<file path="config.mk">
export PLATFORM = sky130hd
export DESIGN_NAME = mul16x9_seq_flat
export DESIGN_NICKNAME = d
export VERILOG_FILES = /design/src/rtl/mul16x9_seq_if.sv /design/src/rtl/mul16x9_seq.sv /design/src/flat_wrapper.sv
export SDC_FILE = /design/constraint.sdc
export NUM_CORES = 1
export LEC_CHECK = 0
export ABC_CLOCK_PERIOD_IN_PS = 3100
export CAP_MARGIN = 20
export CORE_AREA = 3 3 134 136
export CTS_BUF_LIST = sky130_fd_sc_hd__clkbuf_8
export DETAILED_ROUTE_END_ITERATION = 6
export DIE_AREA = 0 0 137 139
export PLACE_DENSITY_LB_ADDON = 0.12
export SLEW_MARGIN = 20
export SYNTH_ARGS = -nofsm -noshare
export SYNTH_HDL_FRONTEND = slang
export SYNTH_SLANG_ARGS = --single-unit
</file>
<file path="constraint.sdc">
create_clock -name clk -period 3.1 [get_ports clk]
set_input_delay 0.775 -clock clk [delete_from_list [all_inputs] [get_ports clk]]
set_output_delay 0.775 -clock clk [all_outputs]
set_load 0.03 [all_outputs]
</file>
<file path="src/rtl/mul16x9_seq_if.sv">
// Handshake and datapath bundle for the 16x9 sequential multiplier controller.
//   in_valid/in_ready/in_a/in_b     : operand pair handshake
//   pp[0..8]                        : unshifted partial products to the external CSA
//   csa_sum/csa_carry               : redundant result returned by the CSA
//   out_valid/out_ready/out_prod    : product handshake
//   busy                            : controller not idle
// modport master : the controller side
// modport slave  : the environment side (operand source, CSA, downstream sink)
interface mul16x9_seq_if;
    logic              in_valid;
    logic              in_ready;
    logic [15:0]       in_a;
    logic [8:0]        in_b;
    logic [8:0][15:0]  pp;
    logic [23:0]       csa_sum;
    logic [24:0]       csa_carry;
    logic              out_valid;
    logic              out_ready;
    logic [24:0]       out_prod;
    logic              busy;

    modport master (
        input  in_valid, in_a, in_b, csa_sum, csa_carry, out_ready,
        output in_ready, pp, out_valid, out_prod, busy
    );

    modport slave (
        output in_valid, in_a, in_b, csa_sum, csa_carry, out_ready,
        input  in_ready, pp, out_valid, out_prod, busy
    );
endinterface

</file>
<file path="src/rtl/mul16x9_seq.sv">
// Sequencing controller for the 16x9 unsigned multiplier.
// Accepts an operand pair, presents nine gated partial products to the
// external carry-save adder for one cycle, captures the redundant sum/carry
// pair and resolves it with a two-cycle split carry-propagate add, then holds
// the 25-bit product on a valid/ready handshake.
//   clk    : clock, rising edge
//   rst_n  : synchronous active-low reset
//   bus    : mul16x9_seq_if.master (operand, CSA and product signals)
module mul16x9_seq #(
    parameter int unsigned LO_W = 12
) (
    input  logic               clk,
    input  logic               rst_n,
    mul16x9_seq_if.master      bus
);

    localparam int unsigned PROD_W = 25;
    localparam int unsigned HI_W   = PROD_W - LO_W;

    localparam logic [2:0] S_IDLE   = 3'd0;
    localparam logic [2:0] S_PP     = 3'd1;
    localparam logic [2:0] S_ADD_LO = 3'd2;
    localparam logic [2:0] S_ADD_HI = 3'd3;
    localparam logic [2:0] S_DONE   = 3'd4;

    logic [2:0]         r_state;
    logic [2:0]         w_state_nxt;
    logic [8:0][15:0]   r_pp;
    logic [23:0]        r_s;
    logic [24:0]        r_c;
    logic [PROD_W-1:0]  r_res;
    logic               r_cy;
    logic               r_in_ready;
    logic               r_out_valid;
    logic               r_busy;
    logic [LO_W:0]      w_lo_sum;
    logic [HI_W-1:0]    w_hi_sum;

    // Next-state logic
    always_comb begin
        w_state_nxt = r_state;
        case (r_state)
            S_IDLE:   if (bus.in_valid) w_state_nxt = S_PP;
            S_PP:     w_state_nxt = S_ADD_LO;
            S_ADD_LO: w_state_nxt = S_ADD_HI;
            S_ADD_HI: w_state_nxt = S_DONE;
            S_DONE:   if (bus.out_ready) w_state_nxt = S_IDLE;
            default:  w_state_nxt = S_IDLE;
        endcase
    end

    // Split carry-propagate add; carry bit 0 is forced to zero
    assign w_lo_sum = {1'b0, r_s[LO_W-1:0]} + {1'b0, r_c[LO_W-1:1], 1'b0};
    assign w_hi_sum = {1'b0, r_s[23:LO_W]} + r_c[PROD_W-1:LO_W]
                    + {{(HI_W-1){1'b0}}, r_cy};

    // State register, datapath registers and registered output decode
    always_ff @(posedge clk) begin
        if (!rst_n) begin
            r_state     <= S_IDLE;
            r_pp        <= '0;
            r_s         <= '0;
            r_c         <= '0;
            r_res       <= '0;
            r_cy        <= 1'b0;
            r_in_ready  <= 1'b1;
            r_out_valid <= 1'b0;
            r_busy      <= 1'b0;
        end else begin
            r_state     <= w_state_nxt;
            r_in_ready  <= (w_state_nxt == S_IDLE);
            r_out_valid <= (w_state_nxt == S_DONE);
            r_busy      <= (w_state_nxt != S_IDLE);
            case (r_state)
                S_IDLE: begin
                    // Partial products double as the operand registers;
                    // they are live only during the PP cycle
                    if (bus.in_valid) begin
                        for (int i = 0; i < 9; i++) begin
                            r_pp[i] <= bus.in_b[i] ? bus.in_a : 16'h0000;
                        end
                    end
                end
                S_PP: begin
                    r_s  <= bus.csa_sum;
                    r_c  <= {bus.csa_carry[24:1], 1'b0};
                    r_pp <= '0;
                end
                S_ADD_LO: begin
                    {r_cy, r_res[LO_W-1:0]} <= w_lo_sum;
                end
                S_ADD_HI: begin
                    r_res[PROD_W-1:LO_W] <= w_hi_sum;
                end
                default: ;
            endcase
        end
    end

    assign bus.in_ready  = r_in_ready;
    assign bus.pp        = r_pp;
    assign bus.out_valid = r_out_valid;
    assign bus.out_prod  = r_res;
    assign bus.busy      = r_busy;

endmodule

</file>
<file path="src/flat_wrapper.sv">
// flat-port wrapper written by rule: the top's interface ports become plain ports
module mul16x9_seq_flat 
#(
    parameter int unsigned LO_W = 12
)
  (clk, rst_n, bus_in_valid, bus_in_a, bus_in_b, bus_csa_sum, bus_csa_carry, bus_out_ready, bus_in_ready, bus_pp, bus_out_valid, bus_out_prod, bus_busy);
  mul16x9_seq_if bus_i ();
  input  logic clk;
  input  logic rst_n;
  input wire logic [$bits(bus_i.in_valid)-1:0] bus_in_valid;
  input wire logic [$bits(bus_i.in_a)-1:0] bus_in_a;
  input wire logic [$bits(bus_i.in_b)-1:0] bus_in_b;
  input wire logic [$bits(bus_i.csa_sum)-1:0] bus_csa_sum;
  input wire logic [$bits(bus_i.csa_carry)-1:0] bus_csa_carry;
  input wire logic [$bits(bus_i.out_ready)-1:0] bus_out_ready;
  output wire logic [$bits(bus_i.in_ready)-1:0] bus_in_ready;
  output wire logic [$bits(bus_i.pp)-1:0] bus_pp;
  output wire logic [$bits(bus_i.out_valid)-1:0] bus_out_valid;
  output wire logic [$bits(bus_i.out_prod)-1:0] bus_out_prod;
  output wire logic [$bits(bus_i.busy)-1:0] bus_busy;
  assign bus_i.in_valid = bus_in_valid;
  assign bus_i.in_a = bus_in_a;
  assign bus_i.in_b = bus_in_b;
  assign bus_i.csa_sum = bus_csa_sum;
  assign bus_i.csa_carry = bus_csa_carry;
  assign bus_i.out_ready = bus_out_ready;
  assign bus_in_ready = bus_i.in_ready;
  assign bus_pp = bus_i.pp;
  assign bus_out_valid = bus_i.out_valid;
  assign bus_out_prod = bus_i.out_prod;
  assign bus_busy = bus_i.busy;
  mul16x9_seq #(.LO_W(LO_W)) u_core (.clk(clk), .rst_n(rst_n), .bus(bus_i));
endmodule
</file>
# After elaboration in Yosys (flattened, before gate mapping)
# Cells that the tools add are included.
# word_totals
reg_bits	224
in_bits	78
out_inout_bits	172
elab_cells	46
# op_classes
n_addsub	3
n_eq_ne	6
n_mux	14
n_reduce_logical	5
# op_table
cell	n
144-bit one-hot mux with 2 select lines	1
144-bit two-way mux	1
16-bit two-way mux	9
3-bit one-hot mux with 5 select lines	1
12-bit by 12-bit adder with 13-bit output	1
12-bit by 13-bit adder with 13-bit output	1
13-bit by 1-bit adder with 13-bit output	1
3-bit by 2-bit equality test with 1-bit output (second input constant)	2
3-bit equality test (second input constant)	2
3-bit logical NOT	2
3-bit two-way mux	2
3-bit by 1-bit equality test with 1-bit output (second input constant)	1
3-bit nonzero test	1
2-bit inequality test (second input constant)	1
2-bit AND reduction	1
2-bit nonzero test	1

# Depth between registers and ports, before layout
# depth
word_depth	3
depth_mapped	7
ltp_nobuf	7

# Worst setup path after synthesis
# OpenSTA, ideal clock, no wires.
# synth_timing
kind	register to register
from	reg u_core.r_cy
to	reg u_core.r_res[24], in the netlist u_core.bus.out_prod[24]
setup_ns	0.121
arrival_ns	2.047
required_time_ns	2.979
setup_slack_ns	0.931
stages_incl_launch_ff	8
n_path_buf	0
synth_period_minus_slack_ns	2.169
path_cell_list	dfxtp_1 fa_1 fa_1 a21oi_1 o211ai_1 a21o_1 a311oi_1 o31ai_1
# synth_via
elab_chain_cells	1
# synth_lines
element	line	text
start: declaration	mul16x9_seq.sv:32	logic r_cy;
start signal: assignment	mul16x9_seq.sv:90	{r_cy, r_res[LO_W-1:0]} <= w_lo_sum;
13-bit by 1-bit adder with 13-bit output	mul16x9_seq.sv:55	+ {{(HI_W-1){1'b0}}, r_cy};
end signal: indexed assignment	mul16x9_seq.sv:90	
end signal: indexed assignment	mul16x9_seq.sv:93	r_res[PROD_W-1:LO_W] <= w_hi_sum;
end: declaration	mul16x9_seq.sv:31	logic [PROD_W-1:0] r_res;
# Every way passes these cells.
# A chain may end at the register's enable or synchronous reset.

# Worst setup path after layout
# Ends and elaborated chain as after synthesis.

==> metrics.md <==
| Metric | Value |
|---|---|
| Post-Synth Adder-Cell Area | `0.0371` |
| H-tree levels | `2` |
| Cell area power density | `617 nW/um^2` |
| Vias in the first global route | `7578` |
| Post CTS Setup Buffer Count | `0` |
| Slew Viols, Final | `0` |
| Syn Nets | `1223` |
| TritonCTS clock tree | `done` |
| CP Cell Sequence | `fa_1, fa_1, a21oi_1, o211ai_1, a21o_1, a311oi_1, o31ai_1` |
| Via count | `8388` |
| Critical Path Stages | `7` |
| Initial DRC count | `680` |
| DRT antenna net count | `0` |
| Critical path required time | `3.49 ns` |
| FF-to-FF Start | `u_core.r_cy` |
| CP most frequent cell | `fa_1` |
| Average size of a mapped cell | `8.06 sq um` |
| Slew @ Worst Pin | `0.829 ns` |
| Largest net degree at the start of global routing | `145` |
| R2R cell count | `7` |
| First-pass GRT wire length | `39800 um` |
| Worst hold path type | `register to register` |
| Leading post-synthesis cells by cell area | `dfxtp_1 50%, a21oi_1 12%, nand2_1 11%` |
| #FFs+latches synth | `224` |
| Post-CTS Hold Fix Bufs | `0` |
| WL final | `25800 um` |
| Critical path's top delay family | `compound AO/OA/AOI/OAI gates` |
| Top FF cell, synth | `dfxtp_1` |
| Status | `complete, no violations` |
| Crit path to | `u_core.bus.out_prod[24]` |
| Gr usage total | `0.258` |
| Layout cells sized above 1 | `0.0540` |
| Most common cell in the netlist | `nand2_1` |
| Final Hold Fails | `0` |
| Worst Setup End Kind | `register` |
| Comb power frac | `0.219` |
| Worst path max stage delay | `0.50 ns` |
| Post-CTS sizing | `0` |
| Gate Count Post-Synth | `1120` |
| Die width | `137 um` |
| Count of cell types in the netlist | `48` |
| DIE AREA | `19000 sq um` |
| Avg Vias per Cell | `5.38` |
| Number of synthesized flops with an enable pin | `0` |
| Startpoint Class | `register` |
| Layout net count | `1410` |
| Deepest clock path buffer count | `3` |
| Lkg Pwr | `4.38 nW` |
| Rel. slew slack | `0.446` |
| Async SR Flop Fraction | `0` |
| Worst setup path startpoint | `u_core.r_cy` |
| Power share of the clock group | `0.354` |
| Worst-skew pair later-pin latency | `0.52 ns` |
| Pint | `0.00518 W` |
| Tcrit/Tclk final | `0.788` |
| Gp weighted congestion | `0.843` |
| Clock-pin transition on the worst setup and hold timing paths | `0.06 ns` |
| Worst reg2reg setup slack | `0.66 ns` |
| Commonest cells in the netlist | `268 x nand2_1, 224 x dfxtp_1, 214 x a21oi_1, 158 x nand3_1, 65 x clkbuf_1` |
| Max-cap violations | `0` |
| Num CTS Buffers | `38` |
| Router iterations before antenna repair | `4` |
| Remaining DRCs | `0` |
| Die Ht | `139 um` |
| GRT overflow | `0` |
| Post-layout min period | `2.44 ns` |
| Compound-cell area share of the yosys netlist | `0.164` |
| Worst EP arrival | `2.83 ns` |
| WS Path Type | `register to register` |
| Largest family of logic cells by synthesized area | `simple AND/OR/NAND/NOR gates` |
| CP max stage cell | `fa_1` |
| Seq/Total Area, Yosys | `0.497` |
| Diodes inserted | `0` |
| Root buf cell | `clkbuf_8` |
| HPWL Detailed | `16800 um` |
| Critical Path Fanout Max | `4` |
| XOR/XNOR Fraction of Synth Area | `0.0107` |
| Max IR drop VDD | `0.434 mV` |
| Mux cell area share after synthesis | `0` |
| Net switching power | `0.00233 W` |
| # clock sinks | `224` |
| Max Fclk | `410 MHz` |
| Starting Density | `0.529` |
| Post-Synth Simple-Gate Area | `0.231` |
| Cell taking the most area after synthesis | `dfxtp_1` |
| Setup TNS | `0 ns` |
| RSZ-0062 raised after global routing | `no` |
| Top cell type's share of synthesized area | `0.497` |
| Skew final | `0.0143 ns` |
| Core Rows | `48` |
| I/O pin cnt | `250` |
| Sequential Power Share | `0.427` |
| Synthesis Warnings | `0` |
| I/O Buffers | `248` |
| Switching share of power | `0.310` |
| Final Util | `0.713` |
| Crit path buf inv count | `0` |
| Mapped cell area | `9030 sq um` |
| Area Overhead vs Synth | `34.6%` |
| Worst R2R End | `u_core.bus.out_prod[24]` |
| Core Region | `17100 sq um` |
| Routed len/inst | `16.6 um` |
| Initial antenna violation count | `0` |
| Setup violations, final | `0` |
-- per-layer routing --
layer  track usage  part of all wire  up-vias
met2         0.428              0.48      309
met5             0                 0        -
met3        0.0602             0.083       59
met4        0.0924             0.030        0
met1         0.326              0.40     3835
li1              -                 -     4185
-- cell type report --
cell class | instances | area [sq um]
clock buffer | 50 | 688
multi-input combinational | 781 | 4020
fill | 1442 | 4900
tap | 225 | 282
timing repair buffer | 257 | 2570
clock inverter | 16 | 96.3
sequential | 224 | 4480
inverter | 5 | 18.8
-- layout by cell type (no fill, tap or decap), drive strengths merged, types with 11 or more instances in the layout --
cell             n
a21o            11
nand3          158
nand2          269
a21oi          214
dfxtp          224
ha              22
inv             17
clkdlybuf4s50  248
nor2            14
clkbuf          50
-- registers in the layout, indices dropped and copies added, names as in the netlist --
register and flops:
u_core.bus.pp 144, u_core.bus.out_prod 25, u_core.r_c 24, u_core.r_s 24
u_core.r_state 3, u_core.bus.busy 1, u_core.bus.in_ready 1, u_core.bus.out_valid 1
u_core.r_cy 1
-- through the flow --
| step | std cells | setup slack (ns) | hold WS (ns) | power [W] | instance area [sq um] |
|---|---|---|---|---|---|
| finish | 1558 | 0.658 | 0.448 | 0.00751 | 12200 |
| global route | 1558 | 0.517 | 0.464 | 0.00787 | 12200 |
| CTS | 1558 | 0.648 | 0.449 | 0.00756 | 12200 |
| detailed placement | 1492 | 0.504 | 0.443 | 0.00491 | 11400 |
| global placement | 1492 | 0.563 | 0.437 | 0.00489 | 11400 |
| floorplan | 1120 | 0.931 | 0.432 | 0.00438 | 9030 |
-- kinds of logic (layout without fill, tap and decap cells) --
| kind of cell | count (synthesis) | in the layout |
|---|---|---|
| XOR/XNOR | 11 | 11 |
| buffers and inverters | 115 | 328 |
| AO/OA/AOI/OAI | 270 | 270 |
| flip-flops | 224 | 224 |
| AND/OR/NAND/NOR | 475 | 475 |
| adder cells (fa/ha/maj) | 25 | 25 |
-- worst reg2reg max path, delay by kind of cell (launching register included) --
family / cells / cell delay (ns)
compound gates: 5 / 1.07
flops: 1 / 0.33
fa+ha+maj: 2 / 0.94
-- power by group through the flow --
| stage | sequential [W] | clock, W | combinational (W) |
|---|---|---|---|
| floorplan | 0.00351 | 0 | 0.000868 |
| global placement | 0.00326 | 0 | 0.00162 |
| detailed placement | 0.00327 | 0 | 0.00164 |
| CTS | 0.00321 | 0.00270 | 0.00164 |
| global route | 0.00323 | 0.00286 | 0.00178 |
| finish | 0.00321 | 0.00266 | 0.00164 |
-- how the worst min path moves through the flow --
stage,start,to,cells past startpoint
after CTS,u_core.bus.pp[76],u_core.bus.pp[76],2
after floorplan,u_core.r_s[0],u_core.bus.out_prod[0],2
after global routing,u_core.bus.pp[45],u_core.bus.pp[45],2
final,u_core.bus.pp[0],u_core.bus.pp[0],2
after detailed placement,u_core.bus.pp[99],u_core.bus.pp[99],2
after global placement,u_core.bus.pp[8],u_core.bus.pp[8],2
Note: power is estimated with default switching activity, not from simulation.
